[src/rtl/eva_axi_pkg.sv]
// Shared AXI read-channel constants and encodings for the EVA read arbiter.
package eva_axi_pkg;

  localparam int AXI_ID_W   = 6;
  localparam int AXI_ADDR_W = 64;
  localparam int AXI_DATA_W = 128;
  localparam int AXI_LEN_W  = 6;
  localparam int AXI_SIZE_W = 3;
  localparam int OUTS_W     = 4;

  typedef enum logic [1:0] {
    BURST_FIXED = 2'b00,
    BURST_INCR  = 2'b01,
    BURST_WRAP  = 2'b10,
    BURST_RSVD  = 2'b11
  } axi_burst_e;

  typedef enum logic [1:0] {
    RESP_OKAY   = 2'b00,
    RESP_EXOKAY = 2'b01,
    RESP_SLVERR = 2'b10,
    RESP_DECERR = 2'b11
  } axi_resp_e;

endpackage

[src/rtl/eva_rr_arb.sv]
// Combinational round-robin picker: searches from the slot after ptr,
// wrapping, and returns the first requester as one-hot plus index.
module eva_rr_arb #(
  parameter int N  = 4,
  parameter int IW = $clog2(N)
) (
  input  logic [N-1:0]  req,
  input  logic [IW-1:0] ptr,
  output logic [N-1:0]  grant,
  output logic [IW-1:0] idx,
  output logic          any
);

  int            cand;
  logic [IW-1:0] cand_idx;

  // Walk the N candidates in priority order; the first hit wins.
  always_comb begin
    grant    = '0;
    idx      = '0;
    any      = 1'b0;
    cand     = 0;
    cand_idx = '0;
    for (int k = 1; k <= N; k++) begin
      cand     = (int'(ptr) + k) % N;
      cand_idx = IW'(cand);
      if (!any && req[cand_idx]) begin
        any             = 1'b1;
        grant[cand_idx] = 1'b1;
        idx             = cand_idx;
      end
    end
  end

endmodule

[src/rtl/eva_axi_rd_arb.sv]
// Shares one EVA AXI read port between NUM_M masters: round-robin AR
// arbitration with an index prefix on ARID, RID-prefix R routing, and a
// per-master outstanding-burst limit.
module eva_axi_rd_arb
  import eva_axi_pkg::*;
#(
  parameter int NUM_M    = 4,
  parameter int IDW_M    = 4,
  parameter int MAX_OUTS = 8
) (
  input  logic                     aclk,
  input  logic                     arest_n,
  input  logic [NUM_M-1:0]         s_arvalid,
  output logic [NUM_M-1:0]         s_arready,
  input  logic [NUM_M*IDW_M-1:0]   s_arid,
  input  logic [NUM_M*64-1:0]      s_araddr,
  input  logic [NUM_M*6-1:0]       s_arlen,
  input  logic [NUM_M*3-1:0]       s_arsize,
  input  logic [NUM_M*2-1:0]       s_arburst,
  output logic [NUM_M-1:0]         s_rvalid,
  input  logic [NUM_M-1:0]         s_rready,
  output logic [IDW_M-1:0]         s_rid,
  output logic [AXI_DATA_W-1:0]    s_rdata,
  output logic                     s_rlast,
  output logic [1:0]               s_rresp,
  output logic                     m_arvalid,
  input  logic                     m_arready,
  output logic [AXI_ID_W-1:0]      m_arid,
  output logic [AXI_ADDR_W-1:0]    m_araddr,
  output logic [AXI_LEN_W-1:0]     m_arlen,
  output logic [AXI_SIZE_W-1:0]    m_arsize,
  output logic [1:0]               m_arburst,
  input  logic                     m_rvalid,
  output logic                     m_rready,
  input  logic [AXI_ID_W-1:0]      m_rid,
  input  logic [AXI_DATA_W-1:0]    m_rdata,
  input  logic                     m_rlast,
  input  logic [1:0]               m_rresp,
  output logic                     rid_err
);

  localparam int IW = $clog2(NUM_M);
  localparam logic [IW:0] NUM_M_W = (IW+1)'(NUM_M);
  localparam logic [OUTS_W-1:0] OUTS_LIMIT = OUTS_W'(MAX_OUTS);

  localparam logic [0:0] ST_IDLE = 1'b0;
  localparam logic [0:0] ST_HOLD = 1'b1;

  logic [0:0]        state_reg;
  logic [IW-1:0]     ptr_reg;
  logic [IW-1:0]     grant_idx_reg;
  logic [NUM_M-1:0]  elig;
  logic [NUM_M-1:0]  pick_oh;
  logic [IW-1:0]     pick_idx;
  logic              pick_any;
  logic [NUM_M-1:0]  ar_hs;
  logic [NUM_M-1:0]  r_dec;
  logic [OUTS_W-1:0] outs_cnt [NUM_M];
  logic [IW-1:0]     sel;
  logic              sel_valid;
  logic              r_last_hs;

  eva_rr_arb #(.N(NUM_M), .IW(IW)) u_rr (
    .req   (elig),
    .ptr   (ptr_reg),
    .grant (pick_oh),
    .idx   (pick_idx),
    .any   (pick_any)
  );

  // The slave handshake is offered only while the AR latch is free.
  assign s_arready = (state_reg == ST_IDLE) ? pick_oh : '0;
  assign ar_hs     = s_arvalid & s_arready;

  // R routing: the top ID bits name the master, the rest pass back as RID.
  assign sel       = m_rid[AXI_ID_W-1 -: IW];
  assign sel_valid = ({1'b0, sel} < NUM_M_W);
  assign s_rid     = m_rid[IDW_M-1:0];
  assign s_rdata   = m_rdata;
  assign s_rlast   = m_rlast;
  assign s_rresp   = m_rresp;
  assign r_last_hs = m_rvalid & m_rready & m_rlast;

  // Ready comes from the addressed master; beats for unknown masters are sunk.
  always_comb begin
    m_rready = 1'b1;
    for (int i = 0; i < NUM_M; i++) begin
      if (sel == IW'(i)) m_rready = s_rready[i];
    end
  end

  generate
    for (genvar gi = 0; gi < NUM_M; gi++) begin : g_master
      assign s_rvalid[gi] = m_rvalid & sel_valid & (sel == IW'(gi));
      assign r_dec[gi]    = r_last_hs & sel_valid & (sel == IW'(gi));
      assign elig[gi]     = s_arvalid[gi] & (outs_cnt[gi] != OUTS_LIMIT);

      // Outstanding bursts: up on AR accept, down on the last R beat; a
      // stray rlast after reset cannot wrap the counter below zero.
      always_ff @(posedge aclk or negedge arest_n) begin
        if (!arest_n) begin
          outs_cnt[gi] <= '0;
        end else if (ar_hs[gi] && !(r_dec[gi] && outs_cnt[gi] != '0)) begin
          outs_cnt[gi] <= outs_cnt[gi] + OUTS_W'(1);
        end else if (!ar_hs[gi] && r_dec[gi] && outs_cnt[gi] != '0) begin
          outs_cnt[gi] <= outs_cnt[gi] - OUTS_W'(1);
        end
      end
    end
  endgenerate

  // Sticky flag for any R beat whose prefix addresses no master.
  always_ff @(posedge aclk or negedge arest_n) begin
    if (!arest_n) begin
      rid_err <= 1'b0;
    end else if (m_rvalid && !sel_valid) begin
      rid_err <= 1'b1;
    end
  end

  // AR FSM: accept and latch in IDLE, present to the slave in HOLD.
  always_ff @(posedge aclk or negedge arest_n) begin
    if (!arest_n) begin
      state_reg     <= ST_IDLE;
      ptr_reg       <= IW'(NUM_M - 1);
      grant_idx_reg <= '0;
      m_arvalid     <= 1'b0;
      m_arid        <= '0;
      m_araddr      <= '0;
      m_arlen       <= '0;
      m_arsize      <= '0;
      m_arburst     <= '0;
    end else begin
      case (state_reg)
        ST_IDLE: begin
          if (pick_any) begin
            grant_idx_reg <= pick_idx;
            m_arid        <= {pick_idx, s_arid[pick_idx*IDW_M +: IDW_M]};
            m_araddr      <= s_araddr[pick_idx*64 +: 64];
            m_arlen       <= s_arlen[pick_idx*6 +: 6];
            m_arsize      <= s_arsize[pick_idx*3 +: 3];
            m_arburst     <= s_arburst[pick_idx*2 +: 2];
            m_arvalid     <= 1'b1;
            state_reg     <= ST_HOLD;
          end
        end
        default: begin
          if (m_arready) begin
            m_arvalid <= 1'b0;
            ptr_reg   <= grant_idx_reg;
            state_reg <= ST_IDLE;
          end
        end
      endcase
    end
  end

endmodule
[config.mk]
export PLATFORM = sky130hd
export DESIGN_NAME = eva_axi_rd_arb
export DESIGN_NICKNAME = d
export VERILOG_FILES = /design/src/rtl/eva_axi_pkg.sv /design/src/rtl/eva_rr_arb.sv /design/src/rtl/eva_axi_rd_arb.sv
export SDC_FILE = /design/constraint.sdc
export NUM_CORES = 1
export LEC_CHECK = 0
export BUFFER_PORTS_ARGS = -buffer_cell sky130_fd_sc_hd__buf_2
export CAP_MARGIN = 25
export CORE_AREA = 2 2 272 274
export DETAILED_ROUTE_END_ITERATION = 10
export DIE_AREA = 0 0 274 276
export GPL_TIMING_DRIVEN = 1
export SLEW_MARGIN = 15
export SYNTH_ARGS = -nofsm -noshare
export SYNTH_HDL_FRONTEND = slang
export SYNTH_SLANG_ARGS = --single-unit
[constraint.sdc]
create_clock -name aclk -period 3.9 [get_ports aclk]
set_input_delay 0.39 -clock aclk [delete_from_list [all_inputs] [get_ports aclk]]
set_output_delay 0.39 -clock aclk [all_outputs]
set_load 0.02 [all_outputs]
After elaboration in Yosys (flattened, before gate mapping)
Cells that the tools add are included.
W data, S select, Z words.
{"block": "totals", "n_memories": 0, "rom_bits": 0, "mem_bits_rw": 0, "word_cells": 161, "inputBits": 465, "latch_bits": 0, "register_bits": 103, "output_inout_bits": 227}
{"block": "classes", "n_eq_ne": 8, "div_mod_pow": 0, "shifts": 5, "mux": 47, "n_mul": 2, "n_bitwise": 19, "addsub": 12, "order_cmp": 8, "reduce_logical": 47}
{"op": "$shiftx A256 B9 Y64", "n": 1}
{"op": "$mux W4", "n": 13}
{"op": "$shiftx A24 B6 Y6", "n": 1}
{"op": "$logic_and A1 B1 Y1", "n": 23}
{"op": "$mux W1", "n": 22}
{"op": "$add A4 B1 Y4 const B", "n": 4}
{"op": "$ne A4 B4 Y1 const B", "n": 4}
{"op": "$reduce_bool A4 Y1", "n": 4}
{"op": "$shiftx A16 B5 Y4", "n": 1}
{"op": "$sub A4 B1 Y4 const B", "n": 4}
{"op": "$and A1 B1 Y1", "n": 14}
{"op": "$lt A2 B3 Y1 const B", "n": 4}
{"op": "$or A4 B4 Y4", "n": 3}
{"op": "$shiftx A12 B5 Y3", "n": 1}
{"op": "$logic_not A1 Y1", "n": 11}
{"op": "$reduce_bool A2 Y1", "n": 5}
{"op": "$bmux W1 S2", "n": 4}
{"op": "$demux W1 S2", "n": 4}
{"op": "$ge A2 B1 Y1 const B", "n": 4}
{"op": "$mul A2 B2 Y4 const B", "n": 2}
{"op": "$mux W2", "n": 4}
{"op": "$shiftx A8 B4 Y2", "n": 1}
{"op": "$reduce_and A2 Y1", "n": 3}
{"op": "$add A2 B1 Y2 const B", "n": 2}
{"op": "other kinds (7)", "n": 9}

Longest topological paths before layout
Gate-level depths: netlist (run 1).
{"block": "depth", "ltp_word": 21, "mapped_depth": 18, "ltp_nobuf": 15}

By module
Synthesis (run 1) repeated with hierarchy kept, for this count alone.
{"block": "unflattened", "hier_cells": 611, "hier_area_um2": 7872.6}
{"module": "eva_axi_rd_arb", "seq_area_each_um2": 2529.9, "area_each_um2": 7243.2, "n_inst": 1, "cells_per_inst": 525}
{"module": "eva_rr_arb", "seq_area_each_um2": 0.0, "area_each_um2": 629.4, "n_inst": 1, "cells_per_inst": 86}

Worst setup path before layout (run 1)
OpenSTA, ideal clock, no wires.
{"block": "synth_timing", "path_type": "register to register", "start": "register ptr_reg[0]", "end": "register outs_cnt[15] (netlist name)", "required_ps": 3821, "setup_time_ps": 79, "arrival_ps": 4228, "period_less_slack_ps": 4307, "n_path_buf": 3, "stages_incl_launch_ff": 18, "slack_ps": -407, "path_cell_list": "dfstp_2 -> clkbuf_1 -> inv_1 -> ha_1 -> clkbuf_1 -> o32ai_1 -> o2bb2ai_1 -> buf_2 -> o221ai_1 -> o21ai_0 -> a21oi_1 -> nand3_1 -> ha_1 -> a21o_1 -> a21o_1 -> or3_1 -> mux2i_1 -> xor2_1"}
{"block": "synth_via", "elab_chain_len": 19, "word_cells_on_any_way": 56, "cone_classes": "add/sub: 4; order compare: 8; mux: 25; bitwise: 4; reduce/logical: 15"}
{"item": "from (decl)", "line": "eva_axi_rd_arb.sv:50", "rtl": "logic [IW-1:0] ptr_reg;"}
{"item": "from (signal assigned)", "line": "eva_axi_rd_arb.sv:125", "rtl": "ptr_reg <= IW'(NUM_M - 1);"}
{"item": "from (signal assigned)", "line": "eva_axi_rd_arb.sv:150", "rtl": "ptr_reg <= grant_idx_reg;"}
{"item": "parallel branches: the longest is 12 deep, another holds $lt A2 B3 Y1"}
{"item": "$mux W4 (*)", "line": "eva_rr_arb.sv:27", "rtl": "if (!any && req[cand_idx]) begin"}
{"item": "$mux W4 (*)", "line": "eva_axi_rd_arb.sv:72", "rtl": "assign s_arready = (state_reg == ST_IDLE) ? pick_oh : '0;"}
{"item": "named net s_arready[0]", "line": "eva_axi_rd_arb.sv:14", "rtl": "output logic [NUM_M-1:0] s_arready,"}
{"item": "$and A4 B4 Y4 (*)", "line": "eva_axi_rd_arb.sv:73", "rtl": "assign ar_hs = s_arvalid & s_arready;"}
{"item": "$logic_not A1 Y1", "line": "eva_axi_rd_arb.sv:105", "rtl": "end else if (!ar_hs[gi] && r_dec[gi] && outs_cnt[gi] != '0) begin"}
{"item": "$logic_and A1 B1 Y1 (2 in a row)", "line": "eva_axi_rd_arb.sv:105"}
{"item": "$reduce_bool A2 Y1 (no line)"}
{"item": "to (signal, indexed assignment)", "line": "eva_axi_rd_arb.sv:104", "rtl": "outs_cnt[gi] <= outs_cnt[gi] + OUTS_W'(1);"}
{"item": "to (signal, indexed assignment)", "line": "eva_axi_rd_arb.sv:106", "rtl": "outs_cnt[gi] <= outs_cnt[gi] - OUTS_W'(1);"}
{"item": "to (decl)", "line": "eva_axi_rd_arb.sv:58", "rtl": "logic [OUTS_W-1:0] outs_cnt [NUM_M];"}
Mark *: on every way through the listed nets, which the timed path passes. The select of a mux whose other input is x is not followed.
A chain may end at the register's enable or synchronous reset.

Worst setup path in the final report (run 1)
{"block": "layout_timing", "start": "register outs_cnt[12] (netlist name)", "end": "register outs_cnt[15] (netlist name)"}
{"block": "layout_via", "elab_chain_len": 20, "word_cells_on_any_way": 40, "cone_classes": "add/sub: 2; eq/ne: 1; mux: 18; bitwise: 5; reduce/logical: 14"}
{"item": "$ne A4 B4 Y1", "line": "eva_axi_rd_arb.sv:96", "rtl": "assign elig[gi] = s_arvalid[gi] & (outs_cnt[gi] != OUTS_LIMIT);"}
{"item": "$and A1 B1 Y1", "line": "eva_axi_rd_arb.sv:96"}
{"item": "$bmux W1 S2", "line": "eva_rr_arb.sv:27"}
{"item": "$mux W1 (implied by the code)", "line": "eva_rr_arb.sv:27"}
{"item": "$mux W1", "line": "eva_rr_arb.sv:27"}
{"item": "$logic_not A1 Y1", "line": "eva_rr_arb.sv:27"}
{"item": "$logic_and A1 B1 Y1", "line": "eva_rr_arb.sv:27"}
{"item": "$mux W1", "line": "eva_rr_arb.sv:27"}
{"item": "[... 3 more ...]"}
{"item": "$logic_not A1 Y1", "line": "eva_rr_arb.sv:27"}
{"item": "$logic_and A1 B1 Y1", "line": "eva_rr_arb.sv:27"}
{"item": "$mux W4", "line": "eva_rr_arb.sv:27"}
{"item": "$mux W4", "line": "eva_axi_rd_arb.sv:72"}
{"item": "$and A4 B4 Y4", "line": "eva_axi_rd_arb.sv:73"}
{"item": "$logic_not A1 Y1", "line": "eva_axi_rd_arb.sv:105"}
{"item": "$logic_and A1 B1 Y1 (2 in a row)", "line": "eva_axi_rd_arb.sv:105"}
{"item": "$reduce_bool A2 Y1 (no line)"}
Several ways; a longest one is shown, not always the timed one. The select of a mux whose other input is x is not followed.

==> reports/qor_table.md, run 1 <==
| Quantity | Value |
|:---|:---|
| Pin count of the biggest net entering global routing | 82 |
| Flip-flop count of the largest register after layout | 64 |
| Inserted Clock Buffers | 9 |
| Top-level I/O count | 692 |
| Critical Path AT | 3.93 ns |
| Clk pin slew, worst setup/hold paths | 0.08 ns |
| Level count of the clock H-tree | 3 |
| Main flop type after synthesis | sky130_fd_sc_hd__dfrtp_1 |
| Most instantiated cells after synthesis | sky130_fd_sc_hd__a211oi_1, sky130_fd_sc_hd__inv_1, sky130_fd_sc_hd__buf_4 |
| Final wirelength | 41.4 mm |
| Leakage power of the design | 0.00558 uW |
| Utilization after layout | 16.8% |
| Top cell family by delay on the critical path | compound AO/OA/AOI/OAI gates |
| Y dimension of the die | 276 um |
| Slew margin rel. | 49.2% |
| Critical path fanouts, max | 6 |
| GRT Total Usage | 10.5% |
| Clock tree buffer depth | 2 |
| Number of inserted filler cells in the final layout | 8,305 |
| Biggest registers after layout | m_araddr x64, outs_cnt x16, m_arlen x6 |
| Number of slew-limit violations in the final report | 0 |
| Flops & latches, synth | 101 |
| Number of setup violations in the final report | 0 |
| Maximum ir drop on the vdd rail | 1.05 mV |
| Share of Yosys cell area claimed by the top area cell type | 26.1% |
| Number of clock sinks | 101 |
| Critical Path Source Type | flop |
| Final worst path period need | 3.61 ns |
| Outcome | finished, final reports clean |
| Area taken by multi-input logic gates | 4890 um2 |
| CP Cell Sequence | or4b_1 > a32oi_4 > o211ai_1 > o221ai_1 > o21ai_0 > a21oi_2 > nand3_2 > buf_4 > ha_1 > a21o_1 > or3_1 > mux2i_1 > xor2_1 |
| Insertion delay of the later-clocked pin in the worst-skew pair | 0.39 ns |
| Antenna violations before repair | 9 |
| Total iterations of the first detailed-routing run | 5 |
| Biggest register | m_araddr |
| Internal power contribution | 4940 uW |
| Per-cell via count in the routed design | 4.16 |
| Net count after synthesis | 1,671 |
| Clk pwr share | 8.6% |
| Clock tree from TritonCTS | done |
| Cell count after synthesis | 1,186 |
| Area taken by flip-flops and latches | 2530 um2 |
| Number of vias after detailed routing | 9,909 |
| Sequential power share | 17.3% |
| Global placer's final weighted congestion | 0.887 |
| Core box area | 72,600 um2 |
| Detailed-route wire length per cell | 17.4 um |
| Switching Share | 56.7% |
| Fraction of final layout cells with drive strength greater than 1 | 36.6% |
| Layout Skew | 0.0176 ns |
| WP data required | 4.21 ns |
| Setup_tns | 0 ns |
| Part of the total power dissipated in combinational logic | 74.1% |
| Die area | 75,600 um2 |
| Max Clock Freq | 277 MHz |
| Slowest Stage Delay on Critical Path | 0.68 ns |
| Net load switching power | 6460 uW |
| Via count of the first global-routing pass | 9,425 |
| Leading cell type by number of instances after synthesis | sky130_fd_sc_hd__a211oi_1 |
| Crit end category | flop |
| Global route total overflow | 0 |
| Iteration-0 DRC Markers | 558 |
| Count of distinct cell types in the synthesized netlist | 66 |
| Mean cell area of the mapped netlist | 7.99 um2 |
| Hold Fails Final Rpt | 0 |
| Row cnt | 99 |
| Unrepaired setup endpoints after global routing | false |
| HPWL after detailed placement | 31.9 mm |
| Wire length of the first global-routing pass | 60.1 mm |
| Worst path slowest cell | sky130_fd_sc_hd__or4b_1 |
| Power density over the cells | 938 nW/um2 |
| Root buffer cell | sky130_fd_sc_hd__clkbuf_16 |
| Number of enable flip-flop cells after synthesis | 0 |
| Initial cell density of the core | 13.1% |
| Kind of critical path | flop to flop |
| Cell area after technology mapping | 9480 um2 |
| Area leader, netlist | sky130_fd_sc_hd__dfrtp_1 |
| Post-CTS Repair Setup Buffers | 0 |
| Residual DRC count | 0 |
| Share of synthesized area occupied by flip-flops and latches | 26.7% |
| Nets@finish | 1,899 |
| Number of maximum-capacitance constraint violations | 0 |
| Width of the chip | 274 um |
| Fraction of synthesis flops using an asynchronous set or reset pin | 100% |
| Count of antenna-violating nets left after detailed routing | 0 |
| YS warnings | 0 |
| Tightest Pin Transition | 0.758 ns |
| Worst min path class | input pin to async pin |
| Area growth from synthesis to layout | 28.2% |
| Number of input and output port buffers inserted | 422 |
| Synth top area cells | sky130_fd_sc_hd__dfrtp_1, sky130_fd_sc_hd__a211oi_1, sky130_fd_sc_hd__buf_4 |
| Period utilization | 92.6% |
| CP bufs+invs | 1 |
kinds of logic after synthesis:
group                    synth area share [%]
multiplexers                             1.85
AND/OR/NAND/NOR                          7.80
adder cells (fa/ha/maj)                  2.96
other                                  0.0396
XOR/XNOR                                 1.48
AO/OA/AOI/OAI                            36.6
buffers and inverters                    22.6
flip-flops                               26.7
placed cells by master (no fill, tap or decap), types with 3 or more instances in the layout:
| master | n |
|---|---|
| sky130_fd_sc_hd__clkbuf_16 | 9 |
| sky130_fd_sc_hd__o21ai_0 | 6 |
| sky130_fd_sc_hd__o21a_1 | 6 |
| sky130_fd_sc_hd__clkinv_4 | 3 |
| sky130_fd_sc_hd__nor2b_1 | 4 |
| sky130_fd_sc_hd__buf_12 | 13 |
| sky130_fd_sc_hd__or2_2 | 3 |
| sky130_fd_sc_hd__inv_1 | 167 |
| sky130_fd_sc_hd__buf_2 | 421 |
| sky130_fd_sc_hd__or4_1 | 3 |
| sky130_fd_sc_hd__nor2_1 | 11 |
| sky130_fd_sc_hd__dfrtp_1 | 99 |
| sky130_fd_sc_hd__mux2i_1 | 4 |
| sky130_fd_sc_hd__o221ai_1 | 4 |
| sky130_fd_sc_hd__nand4_1 | 5 |
| sky130_fd_sc_hd__ha_1 | 16 |
| sky130_fd_sc_hd__nand3_2 | 3 |
| sky130_fd_sc_hd__xor2_1 | 14 |
| sky130_fd_sc_hd__a32oi_1 | 4 |
| sky130_fd_sc_hd__a211oi_1 | 318 |
| sky130_fd_sc_hd__a21oi_2 | 3 |
| sky130_fd_sc_hd__nand2_1 | 99 |
| sky130_fd_sc_hd__o31ai_1 | 79 |
| sky130_fd_sc_hd__buf_4 | 34 |
| sky130_fd_sc_hd__fa_1 | 4 |
| sky130_fd_sc_hd__a21oi_1 | 4 |
| sky130_fd_sc_hd__o211ai_1 | 5 |
| sky130_fd_sc_hd__mux2_2 | 10 |
| sky130_fd_sc_hd__a21o_1 | 7 |
| sky130_fd_sc_hd__nand3_1 | 6 |
worst reg2reg max path: stages, from the launching register on:
cell                       delay [ns]
sky130_fd_sc_hd__dfrtp_1         0.47
sky130_fd_sc_hd__or4b_1          0.68
sky130_fd_sc_hd__a32oi_4         0.36
sky130_fd_sc_hd__o211ai_1        0.12
sky130_fd_sc_hd__o221ai_1        0.21
sky130_fd_sc_hd__o21ai_0         0.15
sky130_fd_sc_hd__a21oi_2         0.21
sky130_fd_sc_hd__nand3_2         0.10
sky130_fd_sc_hd__buf_4           0.15
sky130_fd_sc_hd__ha_1            0.30
sky130_fd_sc_hd__a21o_1          0.17
sky130_fd_sc_hd__or3_1           0.30
sky130_fd_sc_hd__mux2i_1         0.17
sky130_fd_sc_hd__xor2_1          0.15
per-layer routing:
layer	vias to the layer above	track usage, %	wire [um]
met1	4611	12.9	16800
met3	95	4.71	4860
met4	10	3.93	1370
li1	4628	-	-
met5	-	0.963	138
met2	565	16.1	18300
power groups by stage:
| stage | clock network [uW] | logic [uW] | registers [uW] |
|---|---|---|---|
| 2_1_floorplan | 0 | 5150 | 2440 |
| 6_report | 975 | 8450 | 1970 |
| 5_1_grt | 1080 | 9250 | 2050 |
| 4_1_cts | 1040 | 8570 | 1970 |
| 3_3_place_gp | 0 | 8550 | 1970 |
| 3_5_place_dp | 0 | 8580 | 1980 |
path summary, 6_finish.rpt:
| kind | slack [ns] | endpoint | startpoint | cells after the start |
|---|---|---|---|---|
| setup / recovery | 0.29 | outs_cnt[15] | outs_cnt[12] | 13 |
| hold / removal | 0.0004 | m_araddr[1] | arest_n | 1 |
| setup reg to reg | 0.29 | outs_cnt[15] | outs_cnt[12] | 13 |
| hold reg to reg | 0.47 | m_araddr[1] | m_araddr[1] | 2 |
| max in group asynchronous | 3.09 | m_araddr[37] | arest_n | 2 |
| min in group aclk | 0.28 | m_arvalid | m_arready | 3 |
stage by stage:
stage	area, um2	std cells	hold WS, ns	total power (uW)	setup slack [ns]
floorplan	9520	1186	0.0944	7600	0.0175
global placement	11900	2362	0.452	10500	0.313
detailed placement	11900	2362	0.460	10600	0.269
CTS	12100	2378	0.0104	11600	0.246
global route	12200	2378	0.0413	12400	0.0253
finish	12200	2380	0.000354	11400	0.288
cell type report:
cell class	instances	share of cell area, %
multi-input combinational	667	40.3
sequential	101	20.8
timing repair buffer	468	21.6
clock buffer	12	2.03
tap	959	9.87
inverter	167	5.16
antenna	2	0.0412
clock inverter	4	0.278
timing repair:
item | in CTS | in global routing
setup endpoints to repair | 0 | 1
gates resized for setup | 0 | 2
hold buffers | 0 | 0
Power figures use the tool's default switching activity.
==> run 2: changes to the inputs <==
Settings changed: ABC_AREA set to 1, CORE_AREA 2 2 272 274 to 2 2 270 272, DIE_AREA 0 0 274 276 to 0 0 272 274, GPL_TIMING_DRIVEN 1 to unset.
==> reports/qor_table.md, run 2 <==
| Quantity | Value | Delta |
|:---|:---|:---|
| Net count after synthesis | 1,890 | +13% |
| Iteration-0 DRC Markers | 478 | -14% |
| Area leader, netlist | sky130_fd_sc_hd__dfrtp_1 |  |
| HPWL after detailed placement | 29.1 mm | -8.8% |
| Critical Path AT | 3.70 ns | -0.23 ns |
| Total of hold buffers inserted after clock tree synthesis | 0 | unchanged |
| Synth top area cells | sky130_fd_sc_hd__dfrtp_1, sky130_fd_sc_hd__nand2_1, sky130_fd_sc_hd__buf_4 |  |
| Flip-flop count of the largest register after layout | 64 | unchanged |
| Critical Path Source Type | flop |  |
| GRT Total Usage | 9.69% | -0.85 points |
| Share of Yosys cell area claimed by the top area cell type | 27.4% | +1.2 points |
| Most instantiated cells after synthesis | sky130_fd_sc_hd__nand2_1, sky130_fd_sc_hd__nand3_1, sky130_fd_sc_hd__buf_4 |  |
| Number of enable flip-flop cells after synthesis | 0 | unchanged |
| Row cnt | 99 | unchanged |
| Mean cell area of the mapped netlist | 6.45 um2 | -19% |
| Highest-count cells in the layout ignoring fill and taps | sky130_fd_sc_hd__nand2_1, sky130_fd_sc_hd__buf_2, sky130_fd_sc_hd__nand3_1 |  |
| Wire length of the first global-routing pass | 53.2 mm | -11% |
| YS warnings | 0 | unchanged |
| Worst reg2reg path startpoint | ptr_reg[0] |  |
| Nets@finish | 2,135 | +12% |
| Number of slew-limit violations in the final report | 0 | unchanged |
| Top-level I/O count | 692 | unchanged |
| Tightest Pin Transition | 0.926 ns | +0.168 ns |
| Critical path fanouts, max | 37 | +31 |
| Net load switching power | 8010 uW | +24% |
| WP data required | 4.23 ns | +0.02 ns |
| Level count of the clock H-tree | 3 | unchanged |
| Crit end category | flop |  |
| Via count of the first global-routing pass | 8,611 | -8.6% |
| Clk pin slew, worst setup/hold paths | 0.08 ns | about the same |
| Worst min path class | input pin to async pin |  |
| Inserted Clock Buffers | 9 | unchanged |
| Final wirelength | 37.6 mm | -9.2% |
| Global placer's final weighted congestion | 0.857 | -3.4% |
| Share of synthesized area occupied by flip-flops and latches | 27.9% | +1.2 points |
| Per-cell via count in the routed design | 3.59 | -14% |
| Global route total overflow | 0 | unchanged |
| Start point of the critical path | ptr_reg[0] |  |
| Area growth from synthesis to layout | 27.2% |  |
| Cell area after technology mapping | 9060 um2 | -4.5% |
| Count of placed standard cells in the final layout, fillers left out | 2,613 | +9.8% |
| Switching Share | 58.8% | +2.1 points |
| Endpoint of the worst-slack reg-to-reg timing path | m_araddr[5] |  |
| Fraction of synthesis flops using an asynchronous set or reset pin | 100% | unchanged |
| Internal reg-to-reg setup slack | 0.53 ns | +0.24 ns |
| Part of the total power dissipated in combinational logic | 76.9% | +2.8 points |
| Antenna violations before repair | 4 | -5 |
| Post-CTS Repair Setup Buffers | 0 | unchanged |
| Outcome | finished, final reports clean |  |
| Power density over the cells | 1180 nW/um2 | +26% |
| Slew margin rel. | 38.2% | -11 points |
| Hold Fails Final Rpt | 0 | unchanged |
| Leakage power of the design | 0.00638 uW | +14% |
| Count of antenna-violating nets left after detailed routing | 0 | unchanged |
| Pin count of the biggest net entering global routing | 89 | +8.5% |
| # diodes | 0 | -2 |
| Maximum ir drop on the vdd rail | 1.04 mV | -0.52% |
| Leading cell type by number of instances after synthesis | sky130_fd_sc_hd__nand2_1 |  |
| Core box area | 72,000 um2 | -0.85% |
| Insertion delay of the later-clocked pin in the worst-skew pair | 0.38 ns | about the same |
| Layout Skew | 0.00803 ns | -0.00957 ns |
| Number of vias after detailed routing | 9,393 | -5.2% |
| Initial cell density of the core | 12.6% | -0.48 points |
| Biggest register | m_araddr |  |
| Detailed-route wire length per cell | 14.4 um | -17% |
| Clock tree buffer depth | 2 | unchanged |
| Clock tree from TritonCTS | done |  |
| Number of maximum-capacitance constraint violations | 0 | unchanged |
| Cell count after placement | 2,598 | +10% |
| Period utilization | 86.5% | -6.2 points |
| Die area | 74,500 um2 | -1.4% |
| Count of cells along the worst register-to-register path | 12 | -1 |
| Width of the chip | 272 um | -0.73% |
| Fraction of final layout cells with drive strength greater than 1 | 34.6% | -2.0 points |
| Count of distinct cell types in the synthesized netlist | 33 | -50% |
| Number of setup violations in the final report | 0 | unchanged |
| Cell count after synthesis | 1,405 | +18% |
| Setup_tns | 0 ns | unchanged |
| Clk pwr share | 8.4% | -0.2 points |
| Residual DRC count | 0 | unchanged |
| Count of instances resized after the clock tree is built | 0 | unchanged |
| Sequential power share | 14.7% | -2.6 points |
| Final worst path period need | 3.37 ns | -0.240 ns |
| Number of clock sinks | 101 | unchanged |
| Total iterations of the first detailed-routing run | 5 | unchanged |
| Number of input and output port buffers inserted | 422 | unchanged |
| Biggest registers after layout | m_araddr x64, outs_cnt x16, m_arlen x6 |  |
| Main flop type after synthesis | sky130_fd_sc_hd__dfrtp_1 |  |
| Destination of the critical timing path | m_araddr[5] |  |
| Root buffer cell | sky130_fd_sc_hd__clkbuf_16 |  |
| Most common library cell in the layout ignoring fill and taps | sky130_fd_sc_hd__nand2_1 |  |
| Internal power contribution | 5610 uW | +14% |
| Max Clock Freq | 297 MHz | +7.1% |
| Kind of critical path | flop to flop |  |
| Unrepaired setup endpoints after global routing | false |  |
| Y dimension of the die | 274 um | -0.72% |
| Flops & latches, synth | 101 | unchanged |
-- run 2: layer usage --
metal	GRT usage, %	routed length, um
met4	5.65	1940
met1	11.5	15800
met3	3.90	3600
met5	0	14
met2	14.7	16300
-- run 2: worst min path at each step --
stage                  from               end  slack [ns]  cells past startpoint
5_1_grt             arest_n       outs_cnt[6]        0.13                      1
6_report            arest_n       outs_cnt[6]        0.08                      1
3_3_place_gp    outs_cnt[3]       outs_cnt[3]        0.45                      2
4_1_cts             arest_n       outs_cnt[6]        0.10                      1
3_5_place_dp   outs_cnt[11]      outs_cnt[11]        0.46                      2
2_1_floorplan       arest_n  grant_idx_reg[0]        0.09                      0
-- run 2: worst max-delay path, cell delays in order (launching register included) --
cell and delay (ns):
sky130_fd_sc_hd__dfstp_2 0.66, sky130_fd_sc_hd__inv_2 0.17, sky130_fd_sc_hd__ha_1 0.39, sky130_fd_sc_hd__inv_1 0.12, sky130_fd_sc_hd__nand2_1 0.08, sky130_fd_sc_hd__nand2_2 0.12
sky130_fd_sc_hd__inv_2 0.10, sky130_fd_sc_hd__nand4_1 0.21, sky130_fd_sc_hd__nand2_4 0.16, sky130_fd_sc_hd__inv_2 0.70, sky130_fd_sc_hd__buf_4 0.41, sky130_fd_sc_hd__nand2_1 0.10
sky130_fd_sc_hd__nand2_1 0.06
-- run 2: cells by family (layout without fill, tap and decap cells) --
family | Yosys count | after routing | share of synthesized area (%)
and+or+nand+nor | 927 | 927 | 46.5
buffers and inverters | 328 | 577 | 20.5
DFF | 101 | 101 | 27.9
AOI/OAI and AO/OA | 24 | 24 | 1.51
adders and majority gates | 20 | 20 | 3.09
xor gates and xnor gates | 4 | 4 | 0.387
other | 1 | 1 | 0.0414
-- run 2: power by group through the flow --
stage / Clock (uW) / Sequential [uW] / Combinational (uW)
after floorplan: 0 / 2460 / 7230
after global placement: 0 / 2020 / 10700
after detailed placement: 0 / 2010 / 10700
after CTS: 1230 / 2010 / 10700
after global routing: 1250 / 2080 / 11900
final: 1150 / 2000 / 10500
-- run 2: area by class of cell --
type                    count  area (um2)
clock buffers              10         229
clock inverters             5         109
fillers                  8290       60400
inverters                 129         487
multi-input cells         976        4690
flip-flops and latches    101        2530
well taps                 959        1200
repair buffers            433        2280
-- run 2: stage by stage --
step / hold slack, ns / utilization, % / setup WS [ns] / power (uW) / instance area (um2)
6_report: 0.0773 / 16.0 / 0.528 / 13600 / 11500
5_1_grt: 0.128 / 16.0 / 0.198 / 15200 / 11500
4_1_cts: 0.101 / 16.0 / 0.451 / 14000 / 11500
3_5_place_dp: 0.460 / 15.5 / 0.463 / 12800 / 11200
3_3_place_gp: 0.454 / 15.5 / 0.509 / 12700 / 11200
2_1_floorplan: 0.0944 / - / 0.986 / 9690 / 9060
